File: config.mk
export PLATFORM = sky130hd
export DESIGN_NAME = rv_fetch_unit
export DESIGN_NICKNAME = d
export VERILOG_FILES = /design/src/rtl/rv_fetch_unit_pkg.sv /design/src/rtl/rv_fetch_skid.sv /design/src/rtl/rv_fetch_unit.sv
export SDC_FILE = /design/constraint.sdc
export NUM_CORES = 1
export LEC_CHECK = 0
export ABC_AREA = 1
export BUFFER_PORTS_ARGS = -buffer_cell sky130_fd_sc_hd__buf_2
export CAP_MARGIN = 5
export CORE_ASPECT_RATIO = 2
export CORE_MARGIN = 10
export CORE_UTILIZATION = 42
export CTS_CLUSTER_DIAMETER = 120
export DETAILED_ROUTE_END_ITERATION = 10
export GPL_TIMING_DRIVEN = 0
export PLACE_DENSITY = 0.66
export REMOVE_ABC_BUFFERS = 1
export SLEW_MARGIN = 20
export SYNTH_ARGS = -nofsm -noshare
export SYNTH_HDL_FRONTEND = slang
export SYNTH_SLANG_ARGS = --single-unit
File: constraint.sdc
create_clock -name clk_i -period 10.26 [get_ports clk_i]
set_input_delay 0.513 -clock clk_i [delete_from_list [all_inputs] [get_ports clk_i]]
set_output_delay 0.513 -clock clk_i [all_outputs]
set_load 0.01 [all_outputs]
File: src/rtl/rv_fetch_unit_pkg.sv
// Shared definitions for the uRV fetch stage: reset vector default, instruction
// width, the {ir,pc} word carried between memory response, skid and output,
// and the word-alignment helper used on redirect targets.
package rv_fetch_unit_pkg;

  localparam int          RV_INSN_WIDTH   = 32;
  localparam logic [31:0] RV_RESET_VECTOR = 32'h0000_0000;

  typedef struct packed {
    logic [RV_INSN_WIDTH-1:0] ir;
    logic [31:0]              pc;
  } fetch_word_t;

  // Redirect targets are forced onto a word boundary; misalignment is not trapped here.
  function automatic logic [31:0] align_word(input logic [31:0] addr);
    return {addr[31:2], 2'b00};
  endfunction

endpackage

File: src/rtl/rv_fetch_skid.sv
// One-entry skid buffer holding a fetched {ir,pc} that arrived while decode stalled.
// Latency: push visible on valid/data the cycle after; pop clears the cycle after.
// Backpressure: none internally; the caller never pushes while full (fetch stops issuing).
// Ports: clk/rst (async active-high), push/pop/flush controls, din in, dout/valid out.
module rv_fetch_skid
  import rv_fetch_unit_pkg::*;
(
  input  logic        clk,
  input  logic        rst,
  input  logic        push,
  input  logic        pop,
  input  logic        flush,
  input  fetch_word_t din,
  output fetch_word_t dout,
  output logic        valid
);

  fetch_word_t data_q;
  logic        valid_q;

  // Flush wins over push so a kill arriving with a landing response discards it.
  always_ff @(posedge clk or posedge rst) begin
    if (rst) begin
      valid_q <= 1'b0;
      data_q  <= '0;
    end else if (flush) begin
      valid_q <= 1'b0;
    end else if (push) begin
      valid_q <= 1'b1;
      data_q  <= din;
    end else if (pop) begin
      valid_q <= 1'b0;
    end
  end

  assign dout  = data_q;
  assign valid = valid_q;

endmodule

File: src/rtl/rv_fetch_unit.sv
// uRV instruction fetch: PC generation, 1-cycle synchronous imem requests, output to decode.
// Latency: request 1 cycle after reset release, valid 2 cycles after request; redirect target valid 2 cycles after x_bra_i.
// Backpressure: f_stall_i holds outputs; a request is only issued when its word has a landing slot (output or skid).
// Ports: clk_i/rst_i; f_stall_i, f_kill_i, x_bra_i/x_pc_bra_i from the pipeline;
//        im_addr_o/im_rd_o/im_data_i to instruction memory; f_ir_o/f_pc_o/f_valid_o to decode.
module rv_fetch_unit
  import rv_fetch_unit_pkg::*;
#(
  parameter logic [31:0] g_reset_vector = RV_RESET_VECTOR
) (
  input  logic                     clk_i,
  input  logic                     rst_i,
  input  logic                     f_stall_i,
  input  logic                     f_kill_i,
  input  logic                     x_bra_i,
  input  logic [31:0]              x_pc_bra_i,
  output logic [31:0]              im_addr_o,
  output logic                     im_rd_o,
  input  logic [RV_INSN_WIDTH-1:0] im_data_i,
  output logic [RV_INSN_WIDTH-1:0] f_ir_o,
  output logic [31:0]              f_pc_o,
  output logic                     f_valid_o
);

  logic        running;
  logic        resp_pending;
  logic [31:0] pc;
  logic [31:0] resp_pc;

  fetch_word_t out_q;
  logic        out_valid;
  fetch_word_t resp_word;
  fetch_word_t skid_word;
  logic        skid_valid;
  logic        skid_push;
  logic        skid_pop;
  logic        flush;

  assign flush     = x_bra_i | f_kill_i;
  assign resp_word = '{ir: im_data_i, pc: resp_pc};

  // Request side. A stalled, valid output with a word already in flight means that word
  // will need the skid; holding off the next request keeps every issued word landable.
  assign im_addr_o = x_bra_i ? align_word(x_pc_bra_i) : pc;
  assign im_rd_o   = x_bra_i |
                     (running & ~skid_valid & ~(f_stall_i & out_valid & resp_pending));

  always_ff @(posedge clk_i or posedge rst_i) begin
    if (rst_i) begin
      running      <= 1'b0;
      pc           <= g_reset_vector;
      resp_pending <= 1'b0;
      resp_pc      <= '0;
    end else begin
      running      <= 1'b1;
      resp_pending <= im_rd_o;
      if (im_rd_o) begin
        pc      <= im_addr_o + 32'd4;
        resp_pc <= im_addr_o;
      end
    end
  end

  // Response landing. A response cannot arrive while the skid drains, because no request
  // is issued while the skid is occupied.
  assign skid_push = ~flush & f_stall_i & resp_pending & out_valid;
  assign skid_pop  = ~flush & ~f_stall_i & skid_valid;

  always_ff @(posedge clk_i or posedge rst_i) begin
    if (rst_i) begin
      out_q     <= '0;
      out_valid <= 1'b0;
    end else if (flush) begin
      out_valid <= 1'b0;
    end else if (!f_stall_i) begin
      if (skid_valid) begin
        out_q     <= skid_word;
        out_valid <= 1'b1;
      end else if (resp_pending) begin
        out_q     <= resp_word;
        out_valid <= 1'b1;
      end else begin
        out_valid <= 1'b0;
      end
    end else if (resp_pending && !out_valid) begin
      // Stalled but the output slot is empty: fill it directly instead of the skid.
      out_q     <= resp_word;
      out_valid <= 1'b1;
    end
  end

  rv_fetch_skid u_skid (
    .clk   (clk_i),
    .rst   (rst_i),
    .push  (skid_push),
    .pop   (skid_pop),
    .flush (flush),
    .din   (resp_word),
    .dout  (skid_word),
    .valid (skid_valid)
  );

  assign f_ir_o    = out_q.ir;
  assign f_pc_o    = out_q.pc;
  assign f_valid_o = out_valid;

endmodule
Word level (Yosys, flattened, before mapping) --
Cells that the tools add are included.
Cells by class: add/subtract/negate cells 1, eq/ne operators 2, multiplexer cells 13, bitwise logic cells 15, reduce and logical (&&, ||, !) cells 6
Operators with widths (number):
- 2-to-1 mux 64 bit | 4
- adder 32 x 3 -> 32 bit (second input constant) | 1
- 2-to-1 mux 32 bit | 1
- bitwise AND 1 bit | 9
- 2-to-1 mux 1 bit | 8
- nonzero test 3 bit | 2
- inverter 1 bit | 4
- inequality test 3 x 1 -> 1 bit (second input constant) | 1
- AND reduction 3 bit | 1
- inequality test 2 x 1 -> 1 bit (second input constant) | 1
- OR 1 bit | 2
- AND reduction 2 bit | 1
- logical AND 1 bit | 1
- logical NOT 1 bit | 1
Storage, ports and cells: register bits after elaboration 196, output and inout bits 98, logic and storage cells 47

Depth between registers and ports, before layout --
depth in word-level cells 7, mapped depth 14

By module --
Synthesis repeated with hierarchy kept, for this count alone.
Unflattened totals: cell total of the unflattened synthesis 1139, area, all modules 9441.6 um^2
Modules (own cells, without submodules):
- rv_fetch_unit | instances 1, cells an instance 855, area each 6849.1 um^2, seq. area each 3228.1 um^2
- rv_fetch_skid | instances 1, cells an instance 284, area each 2592.5 um^2, seq. area each 1626.6 um^2

Least setup slack after synthesis --
No wires, ideal clock.
kind input to register, from in x_bra_i, to reg pc[30], arrival time 1.958 ns, data required time 10.144 ns, path slack 8.186 ns, stages on the path 13, path through buf_6 buf_12 nand2_1 o21ai_1 inv_1 ha_1 nand2_2 nor2_1 nand3_2 nor2_2 nand3_1 nand2_1 nand2_1
On the way: word-level cells in the longest chain between the ends 2, elaborated cells on any way between the ends 3, classes of those cells 1 x add/sub; 1 x mux; 1 x bitwise
RTL lines:
- start: declaration | RTL line rv_fetch_unit.sv:15 | input logic x_bra_i,
- 2-to-1 mux 32 bit | RTL line rv_fetch_unit.sv:44 | assign im_addr_o = x_bra_i ? align_word(x_pc_bra_i) : pc;
- net im_addr_o[2] | RTL line rv_fetch_unit.sv:17 | output logic [31:0] im_addr_o,
- adder 32 x 3 -> 32 bit | RTL line rv_fetch_unit.sv:58 | pc <= im_addr_o + 32'd4;
- end signal: assignment | RTL line rv_fetch_unit.sv:51 | pc <= g_reset_vector;
- end signal: assignment | RTL line rv_fetch_unit.sv:58
- end: declaration | RTL line rv_fetch_unit.sv:27 | logic [31:0] pc;
The timed path passes the listed nets, and every way through them passes these cells. A chain may end at the register's enable or synchronous reset.

Worst setup path in the final report --
from in x_bra_i, to out im_rd_o
On the way: word-level cells in the longest chain between the ends 1
RTL lines:
- OR 1 bit | RTL line rv_fetch_unit.sv:45 | assign im_rd_o = x_bra_i |
- end: declaration | RTL line rv_fetch_unit.sv:18 | output logic im_rd_o,
Every way passes these cells.

==> impl_results.md <==
- Pin count of the biggest net entering global routing: 79
- Antenna violations before repair: 1
- Post-CTS clock slew at the launch and capture registers of the worst setup and hold paths: 0.06 ns
- Worst setup path class: in2out
- NetSw: around 0.61 mW
- Cell types occupying the most area after synthesis: sky130_fd_sc_hd__dfrtp_1 53%, sky130_fd_sc_hd__nand2_1 12%, sky130_fd_sc_hd__nand3_1 4.7%, sky130_fd_sc_hd__a31oi_1 4.7%, sky130_fd_sc_hd__nor2_1 4.6%
- Max-slew violation count: 0
- Post-Syn Instances: 1,061
- Global-route total usage across every layer: 0.181
- Setup repair after global routing missed its margin: false
- Number of vias per cell after detailed routing: 5.14
- Die boundary height: 228 um
- Share of synthesized area occupied by flip-flops and latches: 0.535
- Leak pwr: 5.19 nW
- Number of warnings reported in the yosys synthesis log: 0
- Post-route insts no fill: 1,483
- Top-area cell type share of the netlist area: 0.535
- Layout Nets: 1,266
- Resized cells post-CTS: 0
- Netlist area before placement: 0.00908 mm^2
- Die width: 124 um
- Detailed Place HPWL: between 15 and 20 mm
- Sw frac: 0.298
- First-pass GRT wire length: between 40 and 50 mm
- Sum of negative setup slack: 0 ns
- Final hold violations: 0
- Buffers inserted during post-CTS setup optimization: 0
- Worst-Skew Late Latency: 0.45 ns
- CORE AREA: roughly 0.021 mm^2
- DIE AREA: approximately 0.028 mm^2
- Wire length on met2: approximately 13 mm
- Number of placed I/O pins: 167
- Number of buffers added to fix hold violations after cts: 0
- P per Cell Area: 189 mW/mm^2
- Clock H-tree levels: 4
- Length of routed met3 wiring: 1.25 mm
- Clock Sinks: 194
- Clock tree from TritonCTS: yes
- Antenna-violating nets left: 0
- Post-route fraction of the period consumed by the critical path: 0.321
- Number of storage elements in the synthesis netlist: just under 200
- Internal Dissipation: 1.44 mW
- Required time at the worst-slack endpoint: 9.75 ns
- Clk root buf: sky130_fd_sc_hd__clkbuf_16
- Crit path time final: 3.29 ns
- Mapped Avg Cell Area: 8.56 um^2
- Maximum count of clock buffers along a single path: 2
- Worst slew pin tran: 0.882 ns
- Number of DRC markers in iteration 0: 430
- Async set or reset register ratio after synthesis: 1.00
- Sort of element at the start of the critical path: input pin
- Commonest cells in the netlist: 291 x sky130_fd_sc_hd__nand2_1, 194 x sky130_fd_sc_hd__dfrtp_1, 111 x sky130_fd_sc_hd__nor2_1
- Maximum net fanout on the critical path: 74
- Worst hold path type: in2async
- Ys flop type: sky130_fd_sc_hd__dfrtp_1
- First-pass iteration count of the detailed router: 5
- Final core utilization: 0.505
- F_max: 304 MHz
- Vias: 7,624
- EDFF count, synth: 0
- Post-synth top area cell: sky130_fd_sc_hd__dfrtp_1
- Via count of the first global-routing pass: 7,693
- Uppermost signal routing layer after detailed routing: met4
- Port Buffer Count: approximately 160
- Crit path capture type: output pin
- Clock skew after layout: about 0.0090 ns
- Fraction of layout instances using a drive strength above 1: 0.248
- Most common cell in the netlist: sky130_fd_sc_hd__nand2_1
- Effective utilization at floorplan: 0.424
- Distinct cell type count after synthesis: 36
- Sum of overflow across all layers after global routing: 0
- Arrival time reported for the critical path endpoint: 2.78 ns
- Met1 layer wirelength in the final routing: 9.82 mm
- Worst supply voltage drop on vdd: 96.3 uV
- Final GP Congestion: 0.854
- Proportion of power drawn by the clock network: 0.325
- Share of power burned in registers: 0.478
- Placement row count: 76
- Worst rel slew slack: 0.412
- Syn-to-layout area delta: 19.0%
- Number of failing setup endpoints in the final timing report: 0
- Number of design rule violations left after detail routing: 0
- Number of instances in the placed design: about 1,500
- Wire length per cell after detailed routing: 16.8 um
- Clock buffers created by TritonCTS: 17
- Outcome: complete, no violations
- Combinational cell fraction of total power: 0.197
- Routed WL: 25.0 mm
- Total of max-cap violations: 0
final timing paths:
check	startpoint	endpoint	slack, ns	cells after the start
worst max-delay path	x_bra_i	im_rd_o	6.97	4
worst min-delay path	rst_i	f_ir_o[24]	0.07	2
worst max register to register	u_skid.valid	pc[24]	7.51	9
min in group clk_i	im_data_i[29]	u_skid.dout[61]	0.31	2
worst min register to register	pc[31]	pc[31]	0.48	2
max in group asynchronous	rst_i	u_skid.valid	9.48	3
cell type report:
type | count | area, um^2
Fill cell | 2105 | 10600
Timing Repair Buffer | 179 | 1090
Antenna cell | 1 | 2.50
Clock inverter | 12 | 134
Multi-Input combinational cell | 737 | 3670
Inverter | 67 | 262
Clock buffer | 20 | 447
Tap cell | 273 | 342
Sequential cell | 194 | 4860
cell usage in the layout (no fill, tap or decap), types with 5 or more instances in the layout:
master	n
sky130_fd_sc_hd__clkbuf_16	17
sky130_fd_sc_hd__inv_1	60
sky130_fd_sc_hd__o21ai_1	7
sky130_fd_sc_hd__nand3_1	86
sky130_fd_sc_hd__o21ai_0	60
sky130_fd_sc_hd__a21oi_1	9
sky130_fd_sc_hd__buf_2	164
sky130_fd_sc_hd__nor2_2	13
sky130_fd_sc_hd__nand2_4	6
sky130_fd_sc_hd__nand2_2	21
sky130_fd_sc_hd__a31oi_1	68
sky130_fd_sc_hd__nand2_1	290
sky130_fd_sc_hd__inv_2	5
sky130_fd_sc_hd__dfrtp_1	193
sky130_fd_sc_hd__o211ai_1	6
sky130_fd_sc_hd__nor2_1	111
sky130_fd_sc_hd__buf_6	6
sky130_fd_sc_hd__mux2_2	32
flip-flops by register name (all words and copies together) (netlist names):
register	flops
f_valid_o	1
pc	32
u_skid.dout	64
resp_pc	30
f_pc_o	32
f_ir_o	32
u_skid.valid	1
resp_pending	1
running	1
critical path: stages:
cell and delay (ns):
sky130_fd_sc_hd__buf_2 0.66, sky130_fd_sc_hd__inv_2 0.52, sky130_fd_sc_hd__nand2_4 0.74, sky130_fd_sc_hd__buf_2 0.26
cells by family after synthesis:
kind of cell | after synthesis | share of synthesized area
AOI/OAI and AO/OA | 158 | 0.101
adders and majority gates | 1 | 0.00138
buffers and inverters | 130 | 0.0644
DFF | 194 | 0.535
muxes | 32 | 0.0397
other | 1 | 0.000413
and+or+nand+nor | 545 | 0.259
per-layer routing:
layer  up-vias  track usage
met3        39       0.0354
li1       3756            -
met5         -            0
met2       182        0.313
met4         0       0.0824
met1      3647        0.207
power by group through the flow:
stage,clock network (mW),registers (mW),logic (mW)
2_1_floorplan,0,1.01,0.221
6_report,0.666,0.977,0.403
3_3_place_gp,0,0.988,0.395
4_1_cts,0.683,0.977,0.413
5_1_grt,0.714,0.998,0.454
3_5_place_dp,0,0.992,0.411
metrics by stage:
| stage | worst slack [ns] | hold slack (ns) | power [mW] | instance area (um^2) |
|---|---|---|---|---|
| finish | 6.97 | 0.0677 | 2.05 | 10800 |
| global route | 6.82 | 0.0848 | 2.17 | 10800 |
| CTS | 6.96 | 0.0645 | 2.07 | 10800 |
| detailed placement | 6.78 | 0.461 | 1.40 | 10200 |
| global placement | 1.03 | 0.459 | 1.38 | 9910 |
| floorplan | 4.40 | 0.442 | 1.23 | 8750 |
Power figures use the tool's default switching activity.
